==> config.mk <==
export PLATFORM = sky130hd
export DESIGN_NAME = apb_cmd_master
export DESIGN_NICKNAME = d
export VERILOG_FILES = /design/src/rtl/apb_cmd_master.sv
export SDC_FILE = /design/constraint.sdc
export NUM_CORES = 1
export LEC_CHECK = 0
export BUFFER_PORTS_ARGS = -buffer_cell sky130_fd_sc_hd__buf_2
export CORE_ASPECT_RATIO = 0.8
export CORE_UTILIZATION = 45
export CTS_BUF_LIST = sky130_fd_sc_hd__clkbuf_2
export DETAILED_ROUTE_END_ITERATION = 10
export GPL_TIMING_DRIVEN = 0
export PLACE_DENSITY_LB_ADDON = 0.08
export SLEW_MARGIN = 20
export SYNTH_ARGS = -nofsm -noshare
export SYNTH_HDL_FRONTEND = slang
export SYNTH_SLANG_ARGS = --single-unit
export TNS_END_PERCENT = 100
==> constraint.sdc <==
create_clock -name PCLK -period 2.8 [get_ports PCLK]
set_clock_uncertainty 0.1 [all_clocks]
set_input_delay 0.42 -clock PCLK [delete_from_list [all_inputs] [get_ports PCLK]]
set_output_delay 0.42 -clock PCLK [all_outputs]
set_load 0.02 [all_outputs]
==> src/rtl/apb_cmd_master.sv <==
// apb_cmd_master: queues register read/write commands in a small FIFO and
// issues each one as an APB transfer (IDLE -> SETUP -> ACCESS), reporting a
// one-cycle completion pulse per command.
//
// Optional build macro: APB_TIMEOUT_EN
//   Bounds the ACCESS-phase wait to TIMEOUT_CYC cycles of PREADY=0. The
//   abandoned transfer completes with rsp_err=1 and rsp_rdata=0.
//   Without it, ACCESS waits for PREADY indefinitely and rsp_err stays 0.
//
// Handshake: a command is taken on a PCLK edge where cmd_valid && cmd_ready.
// cmd_ready depends only on FIFO occupancy (never on cmd_valid) and is low
// while the FIFO is full, even in a cycle where the head is being popped.
// rsp_valid is a single-cycle pulse with no back-pressure. dbg_state mirrors
// the FSM state register for observation.
module apb_cmd_master #(
   parameter int ADDR_W      = 8,
   parameter int DATA_W      = 8,
   parameter int FIFO_DEPTH  = 4,
   parameter int TIMEOUT_CYC = 16
) (
   input  logic              PCLK,
   input  logic              PRESET,
   input  logic              cmd_valid,
   output logic              cmd_ready,
   input  logic              cmd_write,
   input  logic [ADDR_W-1:0] cmd_addr,
   input  logic [DATA_W-1:0] cmd_wdata,
   output logic              rsp_valid,
   output logic [DATA_W-1:0] rsp_rdata,
   output logic              rsp_err,
   output logic              busy,
   output logic              PSELx,
   output logic              PENABLE,
   output logic              PWRITE,
   output logic [ADDR_W-1:0] PADDR,
   output logic [DATA_W-1:0] PWDATA,
   input  logic              PREADY,
   input  logic [DATA_W-1:0] PRDATA,
   output logic [1:0]        dbg_state
);

   localparam int PTR_W = (FIFO_DEPTH > 1) ? $clog2(FIFO_DEPTH) : 1;
   localparam int CNT_W = $clog2(FIFO_DEPTH + 1);
   localparam int ENT_W = 1 + ADDR_W + DATA_W;

   typedef enum logic [1:0] {
      ST_IDLE   = 2'd0,
      ST_SETUP  = 2'd1,
      ST_ACCESS = 2'd2
   } state_t;

   // Command FIFO: entry = {write, addr, wdata}
   logic [ENT_W-1:0] fifo_mem_q [FIFO_DEPTH];
   logic [PTR_W-1:0] wr_ptr_q, wr_ptr_d;
   logic [PTR_W-1:0] rd_ptr_q, rd_ptr_d;
   logic [CNT_W-1:0] count_q, count_d;
   logic             push_last_q, push_last_d;
   logic             full, push, pop, avail;
   logic [ENT_W-1:0] head;

   // FSM state and registered APB / response outputs
   state_t            state_q, state_d;
   logic              psel_q, psel_d;
   logic              penable_q, penable_d;
   logic              pwrite_q, pwrite_d;
   logic [ADDR_W-1:0] paddr_q, paddr_d;
   logic [DATA_W-1:0] pwdata_q, pwdata_d;
   logic              rsp_valid_q, rsp_valid_d;
   logic [DATA_W-1:0] rsp_rdata_q, rsp_rdata_d;
   logic              rsp_err_q, rsp_err_d;
   logic              done, launch;

`ifdef APB_TIMEOUT_EN
   localparam logic [7:0] TO_LAST = 8'(TIMEOUT_CYC - 1);
   logic [7:0] to_cnt_q, to_cnt_d;
`else
   // The wait limit only has meaning when the timeout is built in.
   if (TIMEOUT_CYC < 1) begin : g_timeout_param_unused
   end
`endif

   assign full      = (count_q == CNT_W'(FIFO_DEPTH));
   assign cmd_ready = !full;
   assign push      = cmd_valid && !full;
   // The entry written on the previous edge is not visible to the FSM yet,
   // which gives the one-cycle no-bypass latency from push to pop.
   assign avail     = (count_q > CNT_W'(push_last_q));
   assign head      = fifo_mem_q[rd_ptr_q];
   assign pop       = launch;

   // FIFO pointer and occupancy next-state
   always_comb begin
      wr_ptr_d    = wr_ptr_q;
      rd_ptr_d    = rd_ptr_q;
      if (push) begin
         wr_ptr_d = (wr_ptr_q == PTR_W'(FIFO_DEPTH - 1)) ? '0 : wr_ptr_q + 1'b1;
      end
      if (pop) begin
         rd_ptr_d = (rd_ptr_q == PTR_W'(FIFO_DEPTH - 1)) ? '0 : rd_ptr_q + 1'b1;
      end
      count_d     = count_q + CNT_W'(push) - CNT_W'(pop);
      push_last_d = push;
   end

   // FIFO storage write
   always_ff @(posedge PCLK) begin
      if (push) begin
         fifo_mem_q[wr_ptr_q] <= {cmd_write, cmd_addr, cmd_wdata};
      end
   end

   // FIFO pointer/occupancy registers; reset discards all queued commands
   always_ff @(posedge PCLK) begin
      if (PRESET) begin
         wr_ptr_q    <= '0;
         rd_ptr_q    <= '0;
         count_q     <= '0;
         push_last_q <= 1'b0;
      end else begin
         wr_ptr_q    <= wr_ptr_d;
         rd_ptr_q    <= rd_ptr_d;
         count_q     <= count_d;
         push_last_q <= push_last_d;
      end
   end

   // APB transfer sequencing and completion reporting
   always_comb begin
      state_d     = state_q;
      psel_d      = psel_q;
      penable_d   = penable_q;
      pwrite_d    = pwrite_q;
      paddr_d     = paddr_q;
      pwdata_d    = pwdata_q;
      rsp_valid_d = 1'b0;
      rsp_rdata_d = rsp_rdata_q;
      rsp_err_d   = rsp_err_q;
      done        = 1'b0;
      launch      = 1'b0;
`ifdef APB_TIMEOUT_EN
      to_cnt_d    = to_cnt_q;
`endif
      case (state_q)
         ST_IDLE: begin
            psel_d    = 1'b0;
            penable_d = 1'b0;
            launch    = avail;
         end
         ST_SETUP: begin
            penable_d = 1'b1;
            state_d   = ST_ACCESS;
`ifdef APB_TIMEOUT_EN
            to_cnt_d  = 8'd0;
`endif
         end
         ST_ACCESS: begin
            if (PREADY) begin
               done        = 1'b1;
               rsp_valid_d = 1'b1;
               rsp_err_d   = 1'b0;
               rsp_rdata_d = pwrite_q ? '0 : PRDATA;
            end
`ifdef APB_TIMEOUT_EN
            else if (to_cnt_q == TO_LAST) begin
               done        = 1'b1;
               rsp_valid_d = 1'b1;
               rsp_err_d   = 1'b1;
               rsp_rdata_d = '0;
            end else begin
               to_cnt_d = to_cnt_q + 8'd1;
            end
`endif
            if (done) begin
               psel_d    = 1'b0;
               penable_d = 1'b0;
               state_d   = ST_IDLE;
               launch    = avail;
            end
         end
         default: begin
            state_d   = ST_IDLE;
            psel_d    = 1'b0;
            penable_d = 1'b0;
         end
      endcase
      // Popping the head starts a SETUP phase, from IDLE or straight out of ACCESS
      if (launch) begin
         state_d                      = ST_SETUP;
         psel_d                       = 1'b1;
         penable_d                    = 1'b0;
         {pwrite_d, paddr_d, pwdata_d} = head;
      end
   end

   // FSM state and registered outputs
   always_ff @(posedge PCLK) begin
      if (PRESET) begin
         state_q     <= ST_IDLE;
         psel_q      <= 1'b0;
         penable_q   <= 1'b0;
         pwrite_q    <= 1'b0;
         paddr_q     <= '0;
         pwdata_q    <= '0;
         rsp_valid_q <= 1'b0;
         rsp_rdata_q <= '0;
         rsp_err_q   <= 1'b0;
`ifdef APB_TIMEOUT_EN
         to_cnt_q    <= 8'd0;
`endif
      end else begin
         state_q     <= state_d;
         psel_q      <= psel_d;
         penable_q   <= penable_d;
         pwrite_q    <= pwrite_d;
         paddr_q     <= paddr_d;
         pwdata_q    <= pwdata_d;
         rsp_valid_q <= rsp_valid_d;
         rsp_rdata_q <= rsp_rdata_d;
         rsp_err_q   <= rsp_err_d;
`ifdef APB_TIMEOUT_EN
         to_cnt_q    <= to_cnt_d;
`endif
      end
   end

   assign PSELx     = psel_q;
   assign PENABLE   = penable_q;
   assign PWRITE    = pwrite_q;
   assign PADDR     = paddr_q;
   assign PWDATA    = pwdata_q;
   assign rsp_valid = rsp_valid_q;
   assign rsp_rdata = rsp_rdata_q;
   assign rsp_err   = rsp_err_q;
   assign busy      = (count_q != '0) || (state_q != ST_IDLE);
   assign dbg_state = state_q;

endmodule

==> results of run 1 <==
sequential cells by signal (all words and copies together), names as in the netlist:
name / flops
wr_ptr_q: 2
PSELx: 1
PWDATA: 8
rsp_valid: 1
PWRITE: 1
push_last_q: 1
rsp_rdata: 8
count_q: 3
PENABLE: 1
dbg_state: 2
rd_ptr_q: 2
PADDR: 8
fifo_mem_q: 68
metal layers:
layer | vias to the layer above | share of wire (%) | track usage [%]
li1 | 1283 | - | -
met1 | 1275 | 47 | 23.4
met2 | 59 | 48 | 31.1
met3 | 4 | 4.4 | 5.90
met4 | 0 | 0.63 | 4.42
met5 | - | 0 | 0
timing repair:
| action | 4_1_cts | 5_1_grt |
|---|---|---|
| buffers inserted | 3 | 10 |
| pin swaps | 0 | 4 |
| hold endpoints to repair | 79 | 0 |
| resized for setup | 7 | 7 |
| hold buffers | 27 | 0 |
| endpoints found under the setup margin | 2 | 2 |
power breakdown:
group	total, µW	switching (µW)	leakage, µW	internal (µW)
clock network	775	482	0.0000760	293
logic	1950	1070	0.00104	886
registers	2080	122	0.000936	1950
total	4810	1670	0.00205	3130
placed cells by master (no fill, tap or decap), types with 2 or more instances in the layout:
cell,n
bufinv_16,2
clkbuf_2,9
mux4_2,17
clkinvlp_4,2
nand2b_1,2
ha_2,3
nor3_1,3
edfxtp_1,68
nand3_1,2
nor2_1,8
dfxtp_2,2
ha_1,6
buf_4,15
nor3b_1,2
o31ai_2,8
buf_2,62
o31ai_1,9
inv_1,25
a21oi_1,4
o21ai_0,3
nor2b_1,21
clkbuf_1,12
buf_6,3
dfxtp_1,35
o41ai_1,17
and3_1,4
dlygate4sd3_1,27
a22o_1,8
worst min path at each step:
stage,from,endpoint,depth (start not counted)
floorplan,wr_ptr_q[1]$_SDFFE_PP0P_,wr_ptr_q[1]$_SDFFE_PP0P_,2
global placement,rsp_rdata[6]$_SDFFE_PP0P_,rsp_rdata[6]$_SDFFE_PP0P_,1
detailed placement,rsp_rdata[7]$_SDFFE_PP0P_,rsp_rdata[7]$_SDFFE_PP0P_,1
CTS,PRESET,rd_ptr_q[0]$_SDFFE_PP0P_,3
global route,PRESET,rd_ptr_q[0]$_SDFFE_PP0P_,3
finish,PRESET,rd_ptr_q[0]$_SDFFE_PP0P_,3
per-stage QoR:
step                TNS, ns  utilization (%)  hold WS (ns)  std cells  setup WS (ns)
detailed placement   -0.242             51.7         0.363        457         -0.165
floorplan                 0                -         0.387        282         0.0565
finish                    0             57.6         0.156        513         0.0820
CTS                       0             56.6         0.110        503         0.0315
global route        -0.0303             57.6         0.105        513        -0.0303
global placement     -0.215             51.7         0.356        457         -0.156
critical path: stages, from the launching register on:
cell,delay (ns)
dfxtp_2,0.40
inv_1,0.04
ha_2,0.16
and2_4,0.15
buf_6,0.12
or4_4,0.50
inv_4,0.07
ha_1,0.21
inv_1,0.06
ha_2,0.16
inv_2,0.04
fa_2,0.41
xnor2_2,0.14
nor2_1,0.06
layout make-up:
cell class,instances,share of cell area (%)
flip-flops and latches,106,53.3
repair buffers,100,12.7
well taps,115,2.73
plain buffers,20,2.25
clock inverters,7,1.76
inverters,27,1.97
multi-input cells,129,24.5
clock buffers,9,0.854
cell families after synthesis:
group,count (synthesis),share of synthesized area (%)
buffers and inverters,47,5.13
adders and majority gates,10,3.09
xor gates and xnor gates,1,0.204
other,1,0.0874
DFF,106,65.3
and+or+nand+nor,49,6.88
muxes,19,9.42
AOI/OAI and AO/OA,49,9.83
cells in the mapped netlist, drive strengths merged:
cell type / n
a21oi: 4
a22o: 8
and2: 1
and2b: 1
and3: 4
buf: 8
clkbuf: 12
conb: 1
dfxtp: 38
edfxtp: 68
fa: 1
ha: 9
inv: 27
mux2: 1
mux2i: 1
mux4: 17
nand2: 1
nand2b: 2
nand3: 2
nand3b: 1
nor2: 8
nor2b: 21
nor3: 3
nor3b: 3
o21ai: 3
o31ai: 17
o41ai: 17
or4: 2
xnor2: 1
==> results.md, run 1 <==
* Outcome: finished, violations left
* Failing checks: design-rule violations
* R2r startpoint: count_q[0]$_SDFF_PP0_
* Routed vias/inst at 5.11
* Total power at roughly 4800 µW
* Iteration-0 DRC Markers at between 100 and 150
* Register area at around 2800 µm²
* Fillers at 789
* Crit. Startpoint: count_q[0]$_SDFF_PP0_
* Clock Path Buffers at 2
* DRT Wirelength at approximately 8600 µm
* Max_cap viols at 0
* Crit Path Max Fanout at 5
* CP Class: flip-flop to flip-flop
* DPL Wire Length at approximately 5300 µm
* Max Fclk at ~370 MHz
* Crit path DAT at just over 3 ns
* Layout cells sized above 1 at between 30% and 40%
* CTS tree: built
* Diode count at 0
* Period utilization at a little over nine tenths
* Syn avg cell area at 15.2 µm²
* Pwr/cell area at 911 nW/µm²
* Root buffer cell: clkbuf_2
* Remaining antenna violation count at 0
* Initial antenna violation count at 0
* Ports at 62
* Total track usage at 18.4%
* WL/cell at around 17 µm
* Top post-synthesis cells by area: edfxtp_1 48%, dfxtp_1 18%, mux4_2 8.9%
* Die area at between 9000 and 10,000 µm²
* CP Launch Type: flip-flop
* DR vias at 2,621
* Post-layout min period at roughly 2.7 ns
* Mapped cell area at 4290 µm²
* H-tree lvl count at 3
* Slew Limit Fails at 0
* Post-synth cell types at 35
* Hold Path Class: input pin to flip-flop
* FF+latch count, synth at 106
* Syn Nets at between 300 and 400
* Worst-Skew Late Latency at between 0.5 and 0.6 ns
* Placed cell area at about 4700 µm²
* Num rows at 31
* Yosys warning count at 0
* Area leader, netlist: edfxtp_1
* Die width at 111 µm
* Initial core utilization at 46.9%
* Fin nets at ~430
* Final Wtd Congestion at 0.711
* Reg2reg end: count_q[2]$_SDFF_PP0_
* DIE HEIGHT at slightly below 90 µm
* Sequential area share after synthesis at 65.3%
* Peak supply drop at 0.407 mV
* FF-to-FF setup slack at approximately 0.08 ns
* Pre-antenna DRT Iters at 7
* Critical path capture point: count_q[2]$_SDFF_PP0_
* Crit end category: flip-flop
* Final setup vio count at 0
* Footprint of the multi-input gates at 1290 µm²
* Input/output buffers at 60
* Largest net degree at the start of global routing at 18
* CP required at roughly 3.2 ns
* Area grow syn2layout at 23.0%
* Residual DRC count at 14
* Clock slew at reported path FFs at 0.26 ns
* Slew @ Worst Pin at ~1.0 ns
* GRT Residual Overflow at 0
* CTS buffer count at 9
* Top cell type's share of synthesized area at 47.6%
* Design area at 5270 µm²
* Worst reg2reg path depth at 13
* Core area at slightly above 9000 µm²
* Number of global-route vias before repair at ~2,600
* First-pass GRT wire length at between 10,000 and 15,000 µm
* TritonCTS Sinks at around 110
* Leak pwr at around 0.0020 µW
* Post-Synthesis Cells at around 280
* Max-Slew Margin vs Limit at about a third
* Fin. Hold Viols at 0
No activity file was read; power rests on OpenSTA's default activity.
==> inputs of run 2 (changes only) <==
- CAP_MARGIN: default -> 20
- CORE_UTILIZATION: 45 -> 28
- CTS_BUF_LIST: sky130_fd_sc_hd__clkbuf_2 -> default
==> results.md, run 2 (synthesis gave the netlist of run 1 again) <==
* H-tree lvl count at 3
* Slew @ Worst Pin at roughly 1.1 ns
* Worst-Skew Late Latency at between 0.3 and 0.4 ns
* Final hold slack at about 0.18 ns
* CTS tree: built
* Max Fclk at roughly 380 MHz
* Ports at 62
* Crit path DAT at between 2 and 3 ns
* Remaining antenna violation count at 0
* Final Wtd Congestion at 0.698
* CP Class: flip-flop to flip-flop
* Pre-antenna DRT Iters at 6
* GRT Residual Overflow at 0
* Crit end category: flip-flop
* Final cell count without fillers at between 500 and 600
* Initial antenna violation count at 0
* DRT Wirelength at about 9500 µm
* Number of global-route vias before repair at between 2,000 and 2,500
* Core area at approximately 15,000 µm²
* Routed vias/inst at 4.48
* Largest net degree at the start of global routing at 19
* Clock power frac at about a quarter
* Power Internal at ~3400 µW
* Placed Cells at ~530
* # hold bufs at CTS at 0
* RSZ-0062 raised after global routing: false
* Input/output buffers at 60
* Final WS setup at 0.139 ns
* First-pass GRT wire length at about 15,000 µm
* Fin nets at about 400
* Total power at ~5200 µW
* Crit Path Max Fanout at 9
* Post-layout min period at around 2.7 ns
* Leak pwr at 0.00196 µW
* Num rows at 40
* CTS buffer count at 9
* Die area at around 16,000 µm²
* Layout cells sized above 1 at between 30% and 40%
* Most frequent cells in the layout: 68 x edfxtp_1, 62 x buf_2, 35 x dfxtp_1
* Combinational power share at a little over a third
* Iteration-0 DRC Markers at 126
* Max reg flops at 68
* Clock slew at reported path FFs at about 0.070 ns
* Switching Share at 33.9%
* Period utilization at between 90 and 100%
* DIE HEIGHT at 113 µm
* Die width at 140 µm
* Outcome: completed
* CP cell instances: inv_1, ha_1, and2_1, buf_6, or4_4, inv_4, ha_1, inv_1, ha_1, inv_1, fa_2, nor2_1
* Top reg by flops: fifo_mem_q
* Slew Limit Fails at 0
* Core Util, Final at 34.6%
* Fin. Hold Viols at 0
* WL/cell at 17.2 µm
* Switch Pwr at 1750 µW
* DPL Wire Length at between 6000 and 7000 µm
* Clock Path Buffers at 2
* Hold Path Class: input pin to flip-flop
* Pwr/cell area at approximately 1000 nW/µm²
* Area grow syn2layout at 20.6%
* Initial core utilization at between 20% and 30%
* CP Launch Type: flip-flop
* Diode count at 0
* Post-Place Setup Slack at -0.167 ns
* TritonCTS Sinks at between 100 and 150
* Max-Slew Margin vs Limit at between 20% and 30%
* Slowest-stage cell, CP: or4_4
* Peak supply drop at between 0.3 and 0.4 mV
* CP max stage delay at 0.51 ns
* Sequential Power Share at 40.5%
* DR vias at ~2,500
* Max_cap viols at 0
* Final setup vio count at 0
* CP required at roughly 2.9 ns
* Commonest non-fill, non-tap cell in the layout: edfxtp_1
* Root buffer cell: clkbuf_16
* Residual DRC count at 0
* Total track usage at roughly 13%
==> run 2: what timing repair did <==
item	in CTS	in global routing
buffers inserted	3	1
setup endpoints to repair	2	1
pin swaps	0	1
gates resized for setup	7	1
==> run 2: per-stage QoR <==
step           setup TNS (ns)  cell area (µm²)
4_1_cts                     0             5160
5_1_grt                     0             5170
2_1_floorplan               0             4290
3_5_place_dp           -0.234             4830
3_3_place_gp           -0.268             4830
6_report                    0             5170
==> run 2: per-layer routing <==
| layer | track usage (%) | vias to the layer above | part of all wire, % |
|---|---|---|---|
| met3 | 3.89 | 10 | 4.2 |
| met5 | 0 | - | 0 |
| met2 | 19.4 | 50 | 45 |
| li1 | - | 1211 | - |
| met1 | 17.5 | 1200 | 49 |
| met4 | 4.84 | 0 | 1.4 |
==> run 2: layout make-up <==
| type | instances | area (µm²) |
|---|---|---|
| plain buffers | 20 | 119 |
| clock buffers | 11 | 233 |
| clock inverters | 5 | 61.3 |
| fillers | 1457 | 9790 |
| inverters | 27 | 104 |
| multi-input cells | 129 | 1280 |
| flip-flops and latches | 106 | 2810 |
| well taps | 189 | 236 |
| repair buffers | 64 | 330 |
==> run 2: power by group through the flow <==
stage	Clock, µW	Combinational (µW)	Sequential (µW)
CTS	1330	1810	2100
detailed placement	0	1750	2140
finish	1270	1800	2090
global route	1380	1960	2120
global placement	0	1740	2140
floorplan	0	1050	2280
==> run 2: worst max-delay path, delay by kind of cell, from the launching register on <==
family                   cells  cell delay [ns]
adder cells (fa/ha/maj)      4             1.04
AND/OR/NAND/NOR              3             0.70
buffers and inverters        5             0.36
flip-flops                   1             0.34
==> run 2: final timing paths <==
kind / from / end / slack [ns] / cells after the start
setup / recovery: count_q[1]$_SDFF_PP0_ / count_q[1]$_SDFF_PP0_ / 0.14 / 12
hold / removal: cmd_addr[2] / fifo_mem_q[0][10]$_DFFE_PP_ / 0.18 / 1
setup reg to reg: count_q[1]$_SDFF_PP0_ / count_q[1]$_SDFF_PP0_ / 0.14 / 12
hold reg to reg: rsp_rdata[0]$_SDFFE_PP0P_ / rsp_rdata[0]$_SDFFE_PP0P_ / 0.38 / 1
==> inputs of run 3 (changes only) <==
- CORE_ASPECT_RATIO: 0.8 -> default
==> results.md, run 3 (synthesis gave the netlist of run 1 again) <==
* Commonest non-fill, non-tap cell in the layout: edfxtp_1
* Iteration-0 DRC Markers at 90
* Crit path DAT at 2.80 ns
* CP Class: flip-flop to flip-flop
* Placed cell area at about 4800 µm²
* Max_cap viols at 0
* Routed vias/inst at around 4.6
* CP Launch Type: flip-flop
* Outcome: completed
* Residual DRC count at 0
* CTS buffer count at 9
* CTS tree: built
* Remaining antenna violation count at 0
* Total track usage at approximately 13%
* Placed Cells at about 530
* Switch Pwr at 1750 µW
* Slew Limit Fails at 0
* Peak supply drop at 0.441 mV
* Diode count at 0
* Final cell count without fillers at between 500 and 600
* DRT Wirelength at 9190 µm
* Layout cells sized above 1 at about 34%
* Clock slew at reported path FFs at ~0.07 ns
* Pwr/cell area at 1020 nW/µm²
* Num rows at 44
* Fin nets at approximately 400
* Pre-antenna DRT Iters at 4
* Largest net degree at the start of global routing at 18
* Power Internal at roughly 3600 µW
* Post-Place Setup Slack at -0.196 ns
* DIE HEIGHT at between 100 and 150 µm
* Die area at 15,800 µm²
* Initial core utilization at approximately 29%
* Hold Path Class: input pin to flip-flop
* Switching Share at about a third
* Core Util, Final at between 30% and 40%
* Leak pwr at approximately 0.002 µW
* Top reg by flops: fifo_mem_q
* Worst-Skew Late Latency at between 0.3 and 0.4 ns
* Crit end category: flip-flop
* Final Wtd Congestion at about 0.69
* Most frequent cells in the layout: 68 x edfxtp_1, 62 x buf_2, 35 x dfxtp_1
* DR vias at about 2,500
* Final WS setup at 0.121 ns
* Final setup vio count at 0
* Design area at roughly 5200 µm²
* Max Fclk at 373 MHz
* H-tree lvl count at 3
* Crit Path Max Fanout at 9
* CP required at 2.92 ns
* WL/cell at approximately 17 µm
* TritonCTS Sinks at about 110
* Combinational power share at approximately a third
* Root buffer cell: clkbuf_16
* Post-layout min period at approximately 2.7 ns
* Input/output buffers at 60
* Initial antenna violation count at 0
* Clock power frac at 25.9%
* First-pass GRT wire length at ~15,000 µm
* Clock Path Buffers at 2
* Number of global-route vias before repair at 2,601
* Setup TNS at 0 ns
* Max-Slew Margin vs Limit at approximately 30%
* Period utilization at about 96%
* Sequential Power Share at between 30% and 40%
* Core area at 14,800 µm²
* GRT Residual Overflow at 0
* DPL Wire Length at 6040 µm
* Max reg flops at 68
* Area grow syn2layout at 21.6%
* Ports at between 60 and 70
* Fin. Hold Viols at 0
* Slew @ Worst Pin at between 1 and 1.5 ns
* Die width at 126 µm
run 3: changes by cell type in the layout (fill, tap and decap cells not counted), moves of 2 or more:
cell	before	now
buf_4	6	9
inv_6	2	0
and3_2	3	1
and3_1	1	3
run 3: repair_timing:
action                                  CTS  global route
buffers inserted                          0             7
endpoints found under the setup margin    2             2
hold buffers                              0             0
gates resized for setup                   8             1
pin swaps                                 0             2
run 3: power by group through the flow:
stage	Clock, µW	Sequential (µW)	Combinational (µW)
floorplan	0	2280	1050
global placement	0	2140	1740
detailed placement	0	2140	1750
CTS	1420	2120	1780
global route	1470	2140	2000
finish	1370	2100	1830
run 3: final timing paths:
kind                                   from                   endpoint  slack (ns)  depth (start not counted)
setup / recovery      count_q[0]$_SDFF_PP0_      count_q[1]$_SDFF_PP0_        0.12                         12
hold / removal                    PRDATA[2]  rsp_rdata[2]$_SDFFE_PP0P_        0.18                          2
setup reg to reg      count_q[0]$_SDFF_PP0_      count_q[1]$_SDFF_PP0_        0.12                         12
hold reg to reg   rsp_rdata[2]$_SDFFE_PP0P_  rsp_rdata[2]$_SDFFE_PP0P_        0.37                          1
run 3: layout make-up:
class	count	area, µm²
clock buffers	12	246
plain buffers	20	119
flip-flops and latches	106	2810
multi-input cells	129	1280
repair buffers	67	353
fillers	1448	9540
well taps	184	230
clock inverters	4	76.3
inverters	27	104
run 3: worst max-delay path: stages (launching register included):
cell and delay [ns]:
dfxtp_2 0.36, inv_1 0.05, ha_1 0.17, and2_1 0.16, buf_6 0.14, or4_4 0.50
inv_4 0.07, ha_1 0.22, inv_1 0.05, ha_1 0.13, inv_1 0.05, fa_2 0.51
nor2_1 0.04
run 3: stage by stage:
| step | power (µW) | hold WS, ns |
|---|---|---|
| final | 5300 | 0.175 |
| after global routing | 5620 | 0.172 |
| after CTS | 5310 | 0.167 |
| after detailed placement | 3890 | 0.359 |
| after global placement | 3880 | 0.356 |
| after floorplan | 3330 | 0.387 |
run 3: per-layer routing:
| layer | track usage (%) | wire (µm) |
|---|---|---|
| met1 | 16.9 | 4480 |
| met2 | 19.6 | 4170 |
| met3 | 2.72 | 367 |
| met4 | 5.74 | 171 |
| met5 | 0 | 0 |
